[src/rtl/load_store_unit.sv]
// Load/store unit: one access at a time between the CPU and a single-port data memory.
// Handles byte/half/word loads and stores (SB/SH as read-modify-write) plus the LWL/LWR merges.
module load_store_unit #(
   parameter bit BIG_ENDIAN = 1'b1
) (
   input  logic        clock,
   input  logic        reset_n,
   input  logic        req_valid,
   output logic        req_ready,
   input  logic [3:0]  op,
   input  logic [31:0] addr,
   input  logic [31:0] store_data,
   input  logic [31:0] rt_old,
   output logic        resp_valid,
   output logic [31:0] load_data,
   output logic        addr_error,
   output logic [31:0] mem_address,
   output logic [31:0] mem_WriteData,
   output logic        mem_MemWrite,
   output logic        mem_MemRead,
   input  logic [31:0] mem_ReadData
);
   // state | meaning
   // IDLE  | ready, waiting for req_valid
   // READ  | memory read strobe, word captured at end of cycle
   // WRITE | single-cycle write strobe (SW, or merged SB/SH word)
   // RESP  | one-cycle completion pulse with load result
   // ERR   | one-cycle completion pulse with addr_error, no memory traffic
   localparam logic [2:0] S_IDLE  = 3'd0;
   localparam logic [2:0] S_READ  = 3'd1;
   localparam logic [2:0] S_WRITE = 3'd2;
   localparam logic [2:0] S_RESP  = 3'd3;
   localparam logic [2:0] S_ERR   = 3'd4;

   localparam logic [3:0] OP_LB  = 4'h0;
   localparam logic [3:0] OP_LBU = 4'h1;
   localparam logic [3:0] OP_LH  = 4'h2;
   localparam logic [3:0] OP_LHU = 4'h3;
   localparam logic [3:0] OP_LW  = 4'h4;
   localparam logic [3:0] OP_LWL = 4'h5;
   localparam logic [3:0] OP_LWR = 4'h6;
   localparam logic [3:0] OP_SB  = 4'h8;
   localparam logic [3:0] OP_SH  = 4'h9;
   localparam logic [3:0] OP_SW  = 4'hA;

   logic [2:0]  state_q, state_d;
   logic [3:0]  op_q;
   logic [31:0] addr_q, sdata_q, rt_q, word_q;
   logic [1:0]  k, kk, bl;
   logic        hl;
   logic [4:0]  sh_l, sh_r;
   logic [7:0]  byte_sel;
   logic [15:0] half_sel;
   logic [31:0] fmt, merged, keep;

   function automatic logic bad_access(input logic [3:0] o, input logic [1:0] a);
      case (o)
         OP_LB, OP_LBU, OP_LWL, OP_LWR, OP_SB: bad_access = 1'b0;
         OP_LH, OP_LHU, OP_SH:                 bad_access = a[0];
         OP_LW, OP_SW:                         bad_access = (a != 2'b00);
         default:                              bad_access = 1'b1;
      endcase
   endfunction

   always_comb begin
      state_d = state_q;
      case (state_q)
         S_IDLE: if (req_valid) begin
            if (bad_access(op, addr[1:0])) state_d = S_ERR;
            else if (op == OP_SW)          state_d = S_WRITE;
            else                           state_d = S_READ;
         end
         S_READ:  state_d = (op_q == OP_SB || op_q == OP_SH) ? S_WRITE : S_RESP;
         S_WRITE: state_d = S_RESP;
         default: state_d = S_IDLE;
      endcase
   end

   always_ff @(posedge clock or negedge reset_n) begin
      if (!reset_n) begin
         state_q <= S_IDLE;
         op_q    <= 4'd0;
         addr_q  <= 32'd0;
         sdata_q <= 32'd0;
         rt_q    <= 32'd0;
         word_q  <= 32'd0;
      end else begin
         state_q <= state_d;
         if (state_q == S_IDLE && req_valid) begin
            op_q    <= op;
            addr_q  <= addr;
            sdata_q <= store_data;
            rt_q    <= rt_old;
         end
         if (state_q == S_READ) word_q <= mem_ReadData;
      end
   end

   // kk is the byte offset as seen in big-endian terms; bl/hl are physical lane indices from bit 0.
   assign k        = addr_q[1:0];
   assign kk       = BIG_ENDIAN ? k : ~k;
   assign bl       = BIG_ENDIAN ? ~k : k;
   assign hl       = BIG_ENDIAN ? ~k[1] : k[1];
   assign sh_l     = {kk, 3'b000};
   assign sh_r     = {~kk, 3'b000};
   assign byte_sel = word_q[{bl, 3'b000} +: 8];
   assign half_sel = word_q[{hl, 4'b0000} +: 16];
   assign keep     = 32'hFFFF_FFFF >> sh_r;

   always_comb begin
      fmt = 32'd0;
      case (op_q)
         OP_LB:   fmt = {{24{byte_sel[7]}}, byte_sel};
         OP_LBU:  fmt = {24'd0, byte_sel};
         OP_LH:   fmt = {{16{half_sel[15]}}, half_sel};
         OP_LHU:  fmt = {16'd0, half_sel};
         OP_LW:   fmt = word_q;
         OP_LWL:  fmt = (word_q << sh_l) | (rt_q & ~(32'hFFFF_FFFF << sh_l));
         OP_LWR:  fmt = ((word_q >> sh_r) & keep) | (rt_q & ~keep);
         default: fmt = 32'd0;
      endcase
   end

   always_comb begin
      merged = word_q;
      if (op_q == OP_SB)      merged[{bl, 3'b000} +: 8]   = sdata_q[7:0];
      else if (op_q == OP_SH) merged[{hl, 4'b0000} +: 16] = sdata_q[15:0];
   end

   assign req_ready     = (state_q == S_IDLE);
   assign resp_valid    = (state_q == S_RESP) || (state_q == S_ERR);
   assign addr_error    = (state_q == S_ERR);
   assign load_data     = (state_q == S_RESP && !op_q[3]) ? fmt : 32'd0;
   assign mem_MemRead   = (state_q == S_READ);
   assign mem_MemWrite  = (state_q == S_WRITE);
   assign mem_WriteData = (state_q == S_WRITE) ? ((op_q == OP_SW) ? sdata_q : merged) : 32'd0;
   assign mem_address   = (state_q == S_READ || state_q == S_WRITE || state_q == S_RESP)
                          ? {addr_q[31:2], 2'b00} : 32'd0;

endmodule

[config.mk]
export PLATFORM = sky130hd
export DESIGN_NAME = load_store_unit
export DESIGN_NICKNAME = d
export VERILOG_FILES = /design/src/rtl/load_store_unit.sv
export SDC_FILE = /design/constraint.sdc
export NUM_CORES = 1
export LEC_CHECK = 0
export ABC_AREA = 1
export CAP_MARGIN = 20
export CORE_MARGIN = 4
export CORE_UTILIZATION = 45
export DETAILED_ROUTE_END_ITERATION = 7
export PLACE_DENSITY = 0.83
export SYNTH_ARGS = -nofsm -noshare
export SYNTH_HDL_FRONTEND = slang
export SYNTH_SLANG_ARGS = --single-unit
[constraint.sdc]
create_clock -name clock -period 2.2 [get_ports clock]
set_input_delay 0.22 -clock clock [delete_from_list [all_inputs] [get_ports clock]]
set_output_delay 0.22 -clock clock [all_outputs]
set_load 0.02 [all_outputs]
==> results, run 1 <==
- The sequential fraction of the synthesis area is 0.365.
- The number of buffers inserted by port buffering is 233.
- The worst-case vdd ir drop is between 0.9 and 1 mV.
- The reg-to-reg setup timing slack is 0.24 ns.
- The final hold violation count is 0.
- The start of the worst register-to-register path is state_q[1].
- The biggest fanout along the worst timing path is 26.
- Headroom to the max-slew limit came out at 0.629.
- The tool flagged a number of max-cap violations equal to 0.
- The final standard cell utilization of the core is 0.750.
- In the final layout, the share of cells above drive strength 1 is 0.300.
- The detailed router placed 11680 vias in this run.
- No sink is reached through more buffers than the 2 on the longest clock path.
- The vertical extent of the die is 151 um.
- Setup slack on the critical path of the routed design comes to -0.236 ns.
- The per-cell via count in the routed design is roughly 5.7.
- The floorplan step set the die width to 151 um.
- The starting utilization of the core area is 0.457.
- The initial antenna violation count came to 2.
- After the first detailed-routing iteration, the DRC count stood at 1195.
- Clock tree synthesis inserted a total of 17 buffers.
- The logic depth of the worst register-to-register path is 8.
- Wires add up to 40800 um.
- The global placement routability congestion is 1.00.
- The leakage power total is 7.04 nW.
- Clock tree synthesis found a total of roughly 140 sinks.
- For this run, the top clock speed supported by timing is 411 MHz.
- The startpoint class of the critical path is a flip-flop.
- At the pin with the least slew margin, the transition time is 0.556 ns.
- The count of cell types in the netlist is 30.
- The H-tree was split into 4 levels.
- The DRC violations left is 0.
- The summed instance area of the synthesized netlist is 9250 um^2.
- The number of global-route vias before repair is 10884.
- In this run the critical register-to-register path is captured at addr_q[20].
- The power density relative to cell area is 1580 nW/um^2.
- The capturing element type of the critical path is a primary output.
- The final layout contains approximately 1900 nets.
- In the synthesized netlist the dominant register cell turns out to be sky130_fd_sc_hd__dfrtp_1.
- Subtracting the final worst setup slack from the clock period gives around 2.4 ns.
- The run finished, with violations left.
- The number of pins exceeding their max-slew limit in the final report came to 0.
- The tree is rooted in a sky130_fd_sc_hd__clkbuf_16.
- The worst hold slack is 0.315 ns.
- The layout overhead on the synthesized area is 64.1%.
- In this run the count of I/O pins placed on the die edge is 236.
- The classification of the worst-slack hold path is primary input to asynchronous set/reset pin.
- The count of nets left with antenna violations once routing finished came out at 0.
- The final setup skew is 0.0114 ns.
- The setup violation total in the final timing report is 64.
- In the global route stage, overall resource usage came out at 0.339.
- The synthesized design contains 0 enable-type register cells.
- The clock network latency to the later pin of the worst-skew pair is between 0.4 and 0.5 ns.
- Synthesis produced a netlist whose cell count is 1454.
- The global-route wire length before repair is 59400 um.
- Setup repair after global routing could not meet its margin everywhere.
- In the synthesized netlist the async set-or-reset flop fraction comes to 1.00.
- The TritonCTS clock tree is done.
- The endpoint required time on the critical path is 1.98 ns.
- The HPWL after detailed placement is 27700 um.
- Leaving out fill and tap cells, the most frequent cells in the layout are sky130_fd_sc_hd__nand2_1 (453), sky130_fd_sc_hd__o21ai_0 (139), sky130_fd_sc_hd__clkdlybuf4s50_1 (134), sky130_fd_sc_hd__dfrtp_1 (130), sky130_fd_sc_hd__inv_1 (125).
- The final reports fail on negative setup slack.
- The flop and latch count out of synthesis is 135.
- After clock tree synthesis, the clock-pin slew on the worst setup and hold paths is 0.07 ns.
- The core area is 20200 um^2.
- Global routing finished with a remaining overflow of 0.
- Counting the fill cells in the layout gives 1457.
- The critical path in this run is classified as flip-flop to primary output.
- The most frequent standard cell in the layout excluding fill and tap cells is sky130_fd_sc_hd__nand2_1.
- The maximum number of pins on one net before global-route repair is 124.
- The total number of placement rows is 52.
- The overall die area is 22900 um^2.
- The first-pass detailed-route iteration total is 8.
- The endpoint arrival time on the critical path is between 2 and 2.5 ns.
- The number of warnings printed during yosys synthesis is 0.
- Of the available clock period, the critical path in the final layout requires 1.11.
- Averaged over all synthesized cells, the footprint is ~6.4 um^2.
- The count of antenna diodes in the layout is 0.
- The detailed-route wire length per cell is 19.8 um.
[worst max path at each step]
stage                         start                 to  slack [ns]  cells after the start
final                     addr_q[1]      load_data[13]       -0.24                     10
after global routing      addr_q[1]  mem_WriteData[21]       -0.30                     11
after CTS                 addr_q[1]       load_data[0]       -0.17                     10
after detailed placement  addr_q[0]  mem_WriteData[10]       -0.31                      9
after global placement    addr_q[0]  mem_WriteData[15]       -0.26                      9
after floorplan           addr_q[1]  mem_WriteData[16]       -0.01                     11
[power breakdown]
group	switching, mW	total (mW)	internal, mW
Sequential	1.22	4.92	3.70
Combinational	9.71	16.1	6.42
Clock	1.45	3.00	1.56
[repair_timing]
action                                  4_1_cts  5_1_grt
gates resized for setup                     521      225
hold buffers                                  1        0
endpoints found under the setup margin       97       92
pin swaps                                    69      105
gates cloned                                  8        5
hold endpoints to repair                     46        0
setup buffers                                20       20
[per-layer routing]
metal	track usage	wire length [um]	vias to the layer above
met5	0	24	-
met3	0.0886	4390	205
met4	0.179	2640	4
met1	0.422	15100	5445
li1	-	-	5287
met2	0.539	18600	739
[through the flow]
| stage | setup slack (ns) | std cells | TNS (ns) | power, mW | instance area, um^2 |
|---|---|---|---|---|---|
| 3_5_place_dp | -0.311 | 1979 | -12.04 | 17.2 | 12700 |
| 5_1_grt | -0.301 | 2058 | -12.78 | 25.3 | 15200 |
| 6_report | -0.236 | 2058 | -8.64 | 24.1 | 15200 |
| 3_3_place_gp | -0.256 | 1979 | -9.74 | 17.0 | 12700 |
| 2_1_floorplan | -0.0127 | 1455 | -0.0127 | 11.9 | 9460 |
| 4_1_cts | -0.166 | 2039 | -5.64 | 21.8 | 14100 |
[critical path, cell delays in order, from the launching register on]
cell                      delay [ns]
sky130_fd_sc_hd__dfrtp_2        0.46
sky130_fd_sc_hd__buf_6          0.23
sky130_fd_sc_hd__buf_12         0.20
sky130_fd_sc_hd__nand2_1        0.08
sky130_fd_sc_hd__nand2_1        0.08
sky130_fd_sc_hd__nor2_1         0.04
sky130_fd_sc_hd__nor2_1         0.18
sky130_fd_sc_hd__nand3_1        0.12
sky130_fd_sc_hd__nor2_2         0.19
sky130_fd_sc_hd__nor2_2         0.04
sky130_fd_sc_hd__buf_2          0.16
[Yosys cell counts, types with 11 or more instances]
cell type | count | share of area
sky130_fd_sc_hd__inv_2 | 11 | 0.0045
sky130_fd_sc_hd__nand2_1 | 507 | 0.21
sky130_fd_sc_hd__inv_1 | 129 | 0.052
sky130_fd_sc_hd__clkbuf_1 | 25 | 0.010
sky130_fd_sc_hd__nor2_1 | 136 | 0.055
sky130_fd_sc_hd__o211ai_1 | 15 | 0.012
sky130_fd_sc_hd__o21ai_0 | 163 | 0.088
sky130_fd_sc_hd__a21oi_1 | 66 | 0.036
sky130_fd_sc_hd__nand3_1 | 132 | 0.071
sky130_fd_sc_hd__dfrtp_1 | 135 | 0.37
sky130_fd_sc_hd__buf_2 | 47 | 0.025
sky130_fd_sc_hd__mux2_2 | 16 | 0.019
[sequential cells by signal, indices dropped and copies added, names as in the netlist]
signal / cells
word_q: 32
op_q: 4
sdata_q: 32
rt_q: 32
addr_q: 32
state_q: 3
[cell families after synthesis]
group | share of synthesized area
flops | 0.365
simple gates | 0.359
other cells | 0.000405
buf+inv | 0.102
mux | 0.0195
compound gates | 0.146
fa+ha+maj | 0.00811
[area by class of cell]
type / instances / area [um^2] / area share
well taps: 270 / 338 / 0.0222
clock inverters: 15 / 196 / 0.0129
repair buffers: 383 / 4050 / 0.267
inverters: 143 / 563 / 0.0371
flip-flops and latches: 135 / 3380 / 0.223
multi-input cells: 1095 / 6230 / 0.410
clock buffers: 17 / 425 / 0.0280
Note: power is estimated with default switching activity, not from simulation.
==> run 2: changes to the inputs <==
- CORE_UTILIZATION: 45 -> 25
- PLACE_DENSITY: 0.83 -> 0.54
==> results, run 2 (synthesized netlist as in run 1, its figures left out) <==
- The wire-length estimate of the detail-placed layout is 33200 um.
- The worst slew margin relative to its limit is 0.616.
- For this configuration, the core starts out at a cell density of 0.253.
- The floorplan step defined a die boundary enclosing 40200 um^2.
- The critical path's slowest cell is sky130_fd_sc_hd__dfrtp_2.
- The layout overhead on the synthesized area is 66.7%.
- During I/O placement, the number of pins put on the boundary was between 200 and 250.
- The clock network latency to the later pin of the worst-skew pair is about 0.45 ns.
- The most frequent standard cell in the layout excluding fill and tap cells is sky130_fd_sc_hd__nand2_1.
- The TritonCTS clock tree is done.
- The longest individual stage delay on the worst path is 0.45 ns.
- The startpoint class of the critical path is a flip-flop.
- The measured slew at the worst slew-check pin is 0.577 ns.
- The capturing element type of the critical path is a primary output.
- In this run, placement finished with an instance count of 2213.
- Dividing total power by cell area gives a power density of 1560 nW/um^2.
- The number of pins exceeding their max-slew limit in the final report is 0.
- The first global-routing pass estimated 66200 um of wire.
- The detailed-route wire length per cell is between 15 and 20 um.
- The final reports fail on negative setup slack.
- Along the worst path, the maximum fanout reaches 4.
- The finished cells cover 15400 um^2.
- The proportion of layout cells with a drive suffix above 1 is 0.296.
- In this run the cell area measured after placement is approximately 13000 um^2.
- The number of cells traversed by the worst hold path is 3.
- In this run the static leakage power is 7.08 nW.
- Entering global routing, the biggest net connects 59 pins.
- The number of standard cells in the final layout excluding fillers is 2294.
- The die outline width is 200 um.
- After detailed routing, the number of vias per cell comes to 4.84.
- Clock tree synthesis selected as its root buffer the cell sky130_fd_sc_hd__clkbuf_16.
- The clock slew at the register clock pins of the worst setup and hold paths is ~0.07 ns.
- In this run the worst hold path is classified as primary input to flip-flop.
- Setup repair after global routing could not meet its margin everywhere.
- Across all setup checks in the final design, the least slack found is -0.320 ns.
- The number of CTS-inserted buffers is 17.
- STA puts the critical path data arrival time at 2.30 ns.
- The detailed router's first-iteration violation count is 964.
- Subtracting the final worst setup slack from the clock period gives 2.52 ns.
- The final-stage net count is about 2000.
- The top cell types in the final layout, fill and taps aside, are sky130_fd_sc_hd__nand2_1 (463), sky130_fd_sc_hd__o21ai_0 (144), sky130_fd_sc_hd__buf_4 (136), sky130_fd_sc_hd__clkdlybuf4s50_1 (133), sky130_fd_sc_hd__dfrtp_1 (130).
- Dividing the final minimum period by the clock period gives 1.15.
- The endpoint required time on the critical path is ~2 ns.
- The critical path class is flip-flop to primary output.
- On the final layout, the worst clock skew is 0.00962 ns.
- The number of fillers in the final layout is 3768.
- The setup violation total in the final timing report is 64.
- The residual overflow from global routing is 0.
- Input and output buffers added on the ports amount to 233.
- The worst-case vdd ir drop is 0.768 mV.
- The logic depth of the worst register-to-register path is 8.
- The H-tree was split into 4 levels.
- The worst hold slack is 0.308 ns.
- Max-cap violations in this run came to 0.
- The repair_antennas step left the layout with diodes totalling 0.
- The final hold violation count is 0.
- The die is 200 um tall.
- In this run the deepest clock path goes through 2 buffers.
- Based on the critical path, the design can be clocked at up to 397 MHz.
- The global-route usage over all layers is 0.212.
- The number of sinks on the clock net is about 140.
- The core area is 36500 um^2.
- The run finished, with violations left.
- The via count of the routed design is 11100.
- The signal on the critical path passes through inv_4 > ha_2 > inv_2 > buf_4 > buf_4 > o21ai_0 > a21oi_1 > nor2_1 > nor2_2 > clkdlybuf4s15_2.
- The total number of placement rows is 70.
- The congestion estimate from routability-driven global placement came to 0.908.
- At the end of the flow the core is filled with cells to 0.422.
- The number of global-route vias before repair is 10908.
- In the routed design, unresolved DRC markers number 0.
- The routed design has between 40000 and 50000 um of wire.
- At the placement stage, the worst setup path has a slack of -0.312 ns.
- In this design, the critical path's most frequently occurring cell is sky130_fd_sc_hd__buf_4.
- The initial antenna violation count came to 0.
- The first-pass detailed-route iteration total is 5.
- The count of nets left with antenna violations once routing finished came out at 0.
## run 2: cell types whose count changed in the layout (fill, tap and decap cells not counted), moves of 7 or more
cell and delta:
sky130_fd_sc_hd__nor2_2 -10, sky130_fd_sc_hd__buf_4 +31, sky130_fd_sc_hd__nand2_1 +10, sky130_fd_sc_hd__nand3_2 -11, sky130_fd_sc_hd__nor2_1 +7, sky130_fd_sc_hd__buf_6 +14
sky130_fd_sc_hd__nand2_2 -12, sky130_fd_sc_hd__nand3_1 +9
## run 2: path summary, 6_finish.rpt
path	from	end	slack, ns
setup / recovery	addr_q[0]	load_data[10]	-0.32
hold / removal	mem_ReadData[4]	word_q[4]	0.31
setup reg to reg	state_q[1]	rt_q[8]	0.33
hold reg to reg	sdata_q[16]	sdata_q[16]	0.50
max in group asynchronous	reset_n	addr_q[18]	1.17
min in group asynchronous	reset_n	rt_q[4]	0.32
## run 2: where the power goes
group	internal [mW]	total (mW)	switching (mW)
Clock	1.71	2.98	1.27
Combinational	6.59	16.4	9.78
Sequential	3.71	4.70	0.991
## run 2: cell type report
| cell class | instances | area [um^2] | area share |
|---|---|---|---|
| clock inverter | 13 | 148 | 0.00957 |
| multi-input combinational | 1094 | 6020 | 0.390 |
| tap | 468 | 586 | 0.0380 |
| clock buffer | 19 | 443 | 0.0287 |
| inverter | 143 | 561 | 0.0363 |
| sequential | 135 | 3380 | 0.219 |
| timing repair buffer | 422 | 4290 | 0.278 |
## run 2: what timing repair did
item	in CTS	in global routing
endpoints found under the hold margin	48	0
resized for setup	464	217
pin swaps	29	64
setup endpoints to repair	99	94
cloned	1	3
hold buffers	1	0
setup buffers	11	36
## run 2: per-layer routing
layer  GRT usage  share of wire  vias up
met1       0.285           0.44     5278
met3      0.0403          0.060       75
met2       0.345           0.47      388
met5           0              0        -
li1            -              -     5359
met4      0.0691          0.029        0
## run 2: worst max-delay path, delay by kind of cell, from the launching register on
kind,cells,cell delay [ns]
flip-flops,1,0.45
buffers and inverters,5,0.71
AO/OA/AOI/OAI,2,0.24
AND/OR/NAND/NOR,2,0.21
adder cells (fa/ha/maj),1,0.24
## run 2: through the flow
| stage | setup TNS (ns) | total power [mW] |
|---|---|---|
| 2_1_floorplan | -0.0127 | 11.9 |
| 3_3_place_gp | -11.89 | 18.2 |
| 3_5_place_dp | -12.70 | 18.3 |
| 4_1_cts | -11.29 | 22.3 |
| 5_1_grt | -16.45 | 25.7 |
| 6_report | -11.42 | 24.1 |
==> run 3: changes to the inputs <==
- CORE_UTILIZATION: 25 -> 40
- CTS_CLUSTER_SIZE: default -> 28
- PLACE_DENSITY: 0.54 -> 0.76
==> results, run 3 (synthesized netlist as in run 1, its figures left out) <==
- The power density relative to cell area is 1580 nW/um^2.
- In the layout the commonest cells are sky130_fd_sc_hd__nand2_1 (464), sky130_fd_sc_hd__o21ai_0 (147), sky130_fd_sc_hd__clkdlybuf4s50_1 (133), sky130_fd_sc_hd__buf_4 (131), sky130_fd_sc_hd__dfrtp_1 (130).
- The number of sinks on the clock net is between 100 and 150.
- The core area is about 23000 um^2.
- The TritonCTS clock tree is done.
- The cell internal power dissipation is 11.6 mW.
- At the placement stage, the worst setup path has a slack of -0.317 ns.
- By startpoint and endpoint, the worst setup path is classified as flip-flop to primary output.
- The signal on the critical path passes through buf_4 > ha_4 > buf_8 > nor3_2 > nand2_1 > nand2_1 > o21ai_0 > a21oi_2 > buf_6.
- The shortest clock period the worst path allows after layout is 2.40 ns.
- The share of total power dissipated in sequential elements is 0.203.
- The final setup skew is between 0.01 and 0.015 ns.
- The post-placement cell area is ~13000 um^2.
- The worst hold path belongs to the class primary input to asynchronous set/reset pin.
- The worst hold slack is roughly 0.28 ns.
- After routing the design area is 14800 um^2.
- Leaving out fill and tap cells, the most frequent cell in the layout is sky130_fd_sc_hd__nand2_1.
- The timing-limited maximum frequency is 416 MHz.
- The setup violation total in the final timing report is 64.
- The number of nets with antenna violations after detailed routing is 0.
- The per-cell via count in the routed design is 5.47.
- After layout, the worst setup slack is -0.203 ns.
- The register cell area after layout is 3380 um^2.
- The clock network latency to the later pin of the worst-skew pair is between 0.4 and 0.5 ns.
- In this run the critical register-to-register path is captured at rt_q[12].
- The count of H-tree levels built during CTS is 4.
- The maximum number of pins on one net before global-route repair is 60.
- In the final design database the tool counted 1918 nets.
- The final route contains ~11000 vias.
- The I/O pin count is 236.
- STA classifies the critical path startpoint as a flip-flop.
- The final reports fail on negative setup slack.
- The accumulated negative setup slack is -7.33 ns.
- The final hold violation count is 0.
- The total chip power is between 20 and 25 mW.
- The DRC violations left is 0.
- The floorplan step set the die width to 160 um.
- The relative contribution of combinational cells to total power is 0.662.
- The die is 160 um tall.
- The global placement routability congestion is 1.00.
- The HPWL reported at the end of detailed placement is around 28000 um.
- The multi-input combinational cells in the finished layout cover a total of 5940 um^2.
- Of the cells placed in the final design, the portion with a size suffix greater than 1 is 0.277.
- Port buffering added 233 buffers.
- The number of CTS-inserted buffers is 17.
- For this run, the share of the core covered by cells in the final layout is 0.653.
- For the worst setup path, the data required time is between 1.5 and 2 ns.
- The residual overflow from global routing is 0.
- The logic depth of the worst register-to-register path is 8.
- Of the total power, the share spent switching nets is 0.505.
- Along the worst path, the maximum fanout reaches 5.
- For this run, the total global-route usage over all layers was measured as 0.301.
- The number of global-route vias before repair is around 11000.
- VDD sags by at most roughly 0.79 mV.
- The count of antenna diodes in the layout is 0.
- The part of the cycle the worst path needs is 1.09.
- The reg-to-reg setup timing slack is 0.30 ns.
- The global-route wire length before repair is about 61000 um.
- After detailed routing, the average wire length per cell comes to 19.3 um.
- The slowest stage of the critical path belongs to the cell sky130_fd_sc_hd__dfrtp_2.
- The critical path starts at addr_q[1].
- The number of pins exceeding their max-slew limit in the final report is 0.
- After clock tree synthesis, the clock-pin slew on the worst setup and hold paths is roughly 0.070 ns.
- The floorplan step defined a die boundary enclosing 25600 um^2.
- After filler insertion, the fill cell instance count of the layout stands at 1939.
- The most frequent cell on the critical path is sky130_fd_sc_hd__nand2_1.
- The fraction of power consumed by the clock network is 0.135.
- The total number of placement rows is 55.
- Relative to the synthesized area, the layout overhead comes to 60.3%.
- In this run the critical register-to-register path is launched from state_q[1].
- The final wirelength is 40000 um.
- In this run the power spent charging and discharging nets is between 10 and 15 mW.
- Summed over all cells, the static leakage comes to 6.89 nW.
- For this block, the initial DRC count from the detailed router was roughly 1200.
- The initial antenna violation count came to 3.
- Clock tree synthesis selected as its root buffer the cell sky130_fd_sc_hd__clkbuf_16.
- STA puts the critical path data arrival time at 2.18 ns.
- The count of cells in the finished layout, fillers not included, comes to 2075.
- The starting utilization of the core area is 0.407.
- The run finished, with violations left.
- Setup repair after global routing could not meet its margin everywhere.
- The first-pass detailed-route iteration total is 6.
- Once placement completed, the tool counted placed cells totaling 2005.
- The worst setup path is captured at a primary output.
- The longest individual stage delay on the worst path is around 0.48 ns.
- The maximum buffer depth of the clock tree is 2.
- Across the run, the number of max-cap violations was 0.
run 3: cell count changes in the layout (fill, tap and decap cells not counted), sizes merged:
cell	before	now
clkdlybuf4s15	2	0
inv	144	149
bufbuf	1	2
clkinv	5	4
buf	246	213
clkinvlp	5	3
dlygate4sd2	36	34
dlymetal6s2s	0	1
clkbuf	22	19
run 3: per-layer routing:
metal | track usage | part of all wire | vias up
met2 | 0.479 | 0.46 | 650
met4 | 0.145 | 0.053 | 6
met5 | 0 | 0.0012 | -
li1 | - | - | 5300
met1 | 0.387 | 0.39 | 5253
met3 | 0.0723 | 0.099 | 149
run 3: final cells by class:
cell class,instances,share of cell area
multi-input cells,1094,0.400
clock inverters,15,0.0137
repair buffers,386,0.266
inverters,143,0.0387
flip-flops and latches,135,0.228
clock buffers,17,0.0287
well taps,285,0.0240
run 3: worst max path at each step:
| stage | slack [ns] | cells after the start | endpoint |
|---|---|---|---|
| 6_report | -0.20 | 9 | mem_WriteData[8] |
| 3_3_place_gp | -0.25 | 9 | mem_WriteData[16] |
| 5_1_grt | -0.27 | 10 | load_data[27] |
| 4_1_cts | -0.17 | 10 | load_data[29] |
| 3_5_place_dp | -0.32 | 9 | mem_WriteData[17] |
| 2_1_floorplan | -0.01 | 11 | mem_WriteData[16] |
run 3: what timing repair did:
item                                   CTS  global route
pin swaps                               53            47
endpoints found under the hold margin   49             0
hold buffers                             1             0
setup endpoints to repair               98            95
setup buffers                           27             4
gates resized for setup                527           130
gates cloned                             5             2
run 3: power by group through the flow:
stage | Combinational (mW) | Sequential, mW | Clock (mW)
floorplan | 7.58 | 4.33 | 0
global placement | 12.7 | 4.60 | 0
detailed placement | 12.8 | 4.64 | 0
CTS | 14.3 | 4.66 | 3.19
global route | 16.7 | 4.86 | 3.30
finish | 15.6 | 4.76 | 3.18
run 3: critical path, delay by kind of cell (launching register included):
kind	cells	cell delay (ns)
adder cells (fa/ha/maj)	1	0.18
flip-flops	1	0.48
buffers and inverters	3	0.46
AO/OA/AOI/OAI	2	0.30
AND/OR/NAND/NOR	3	0.33
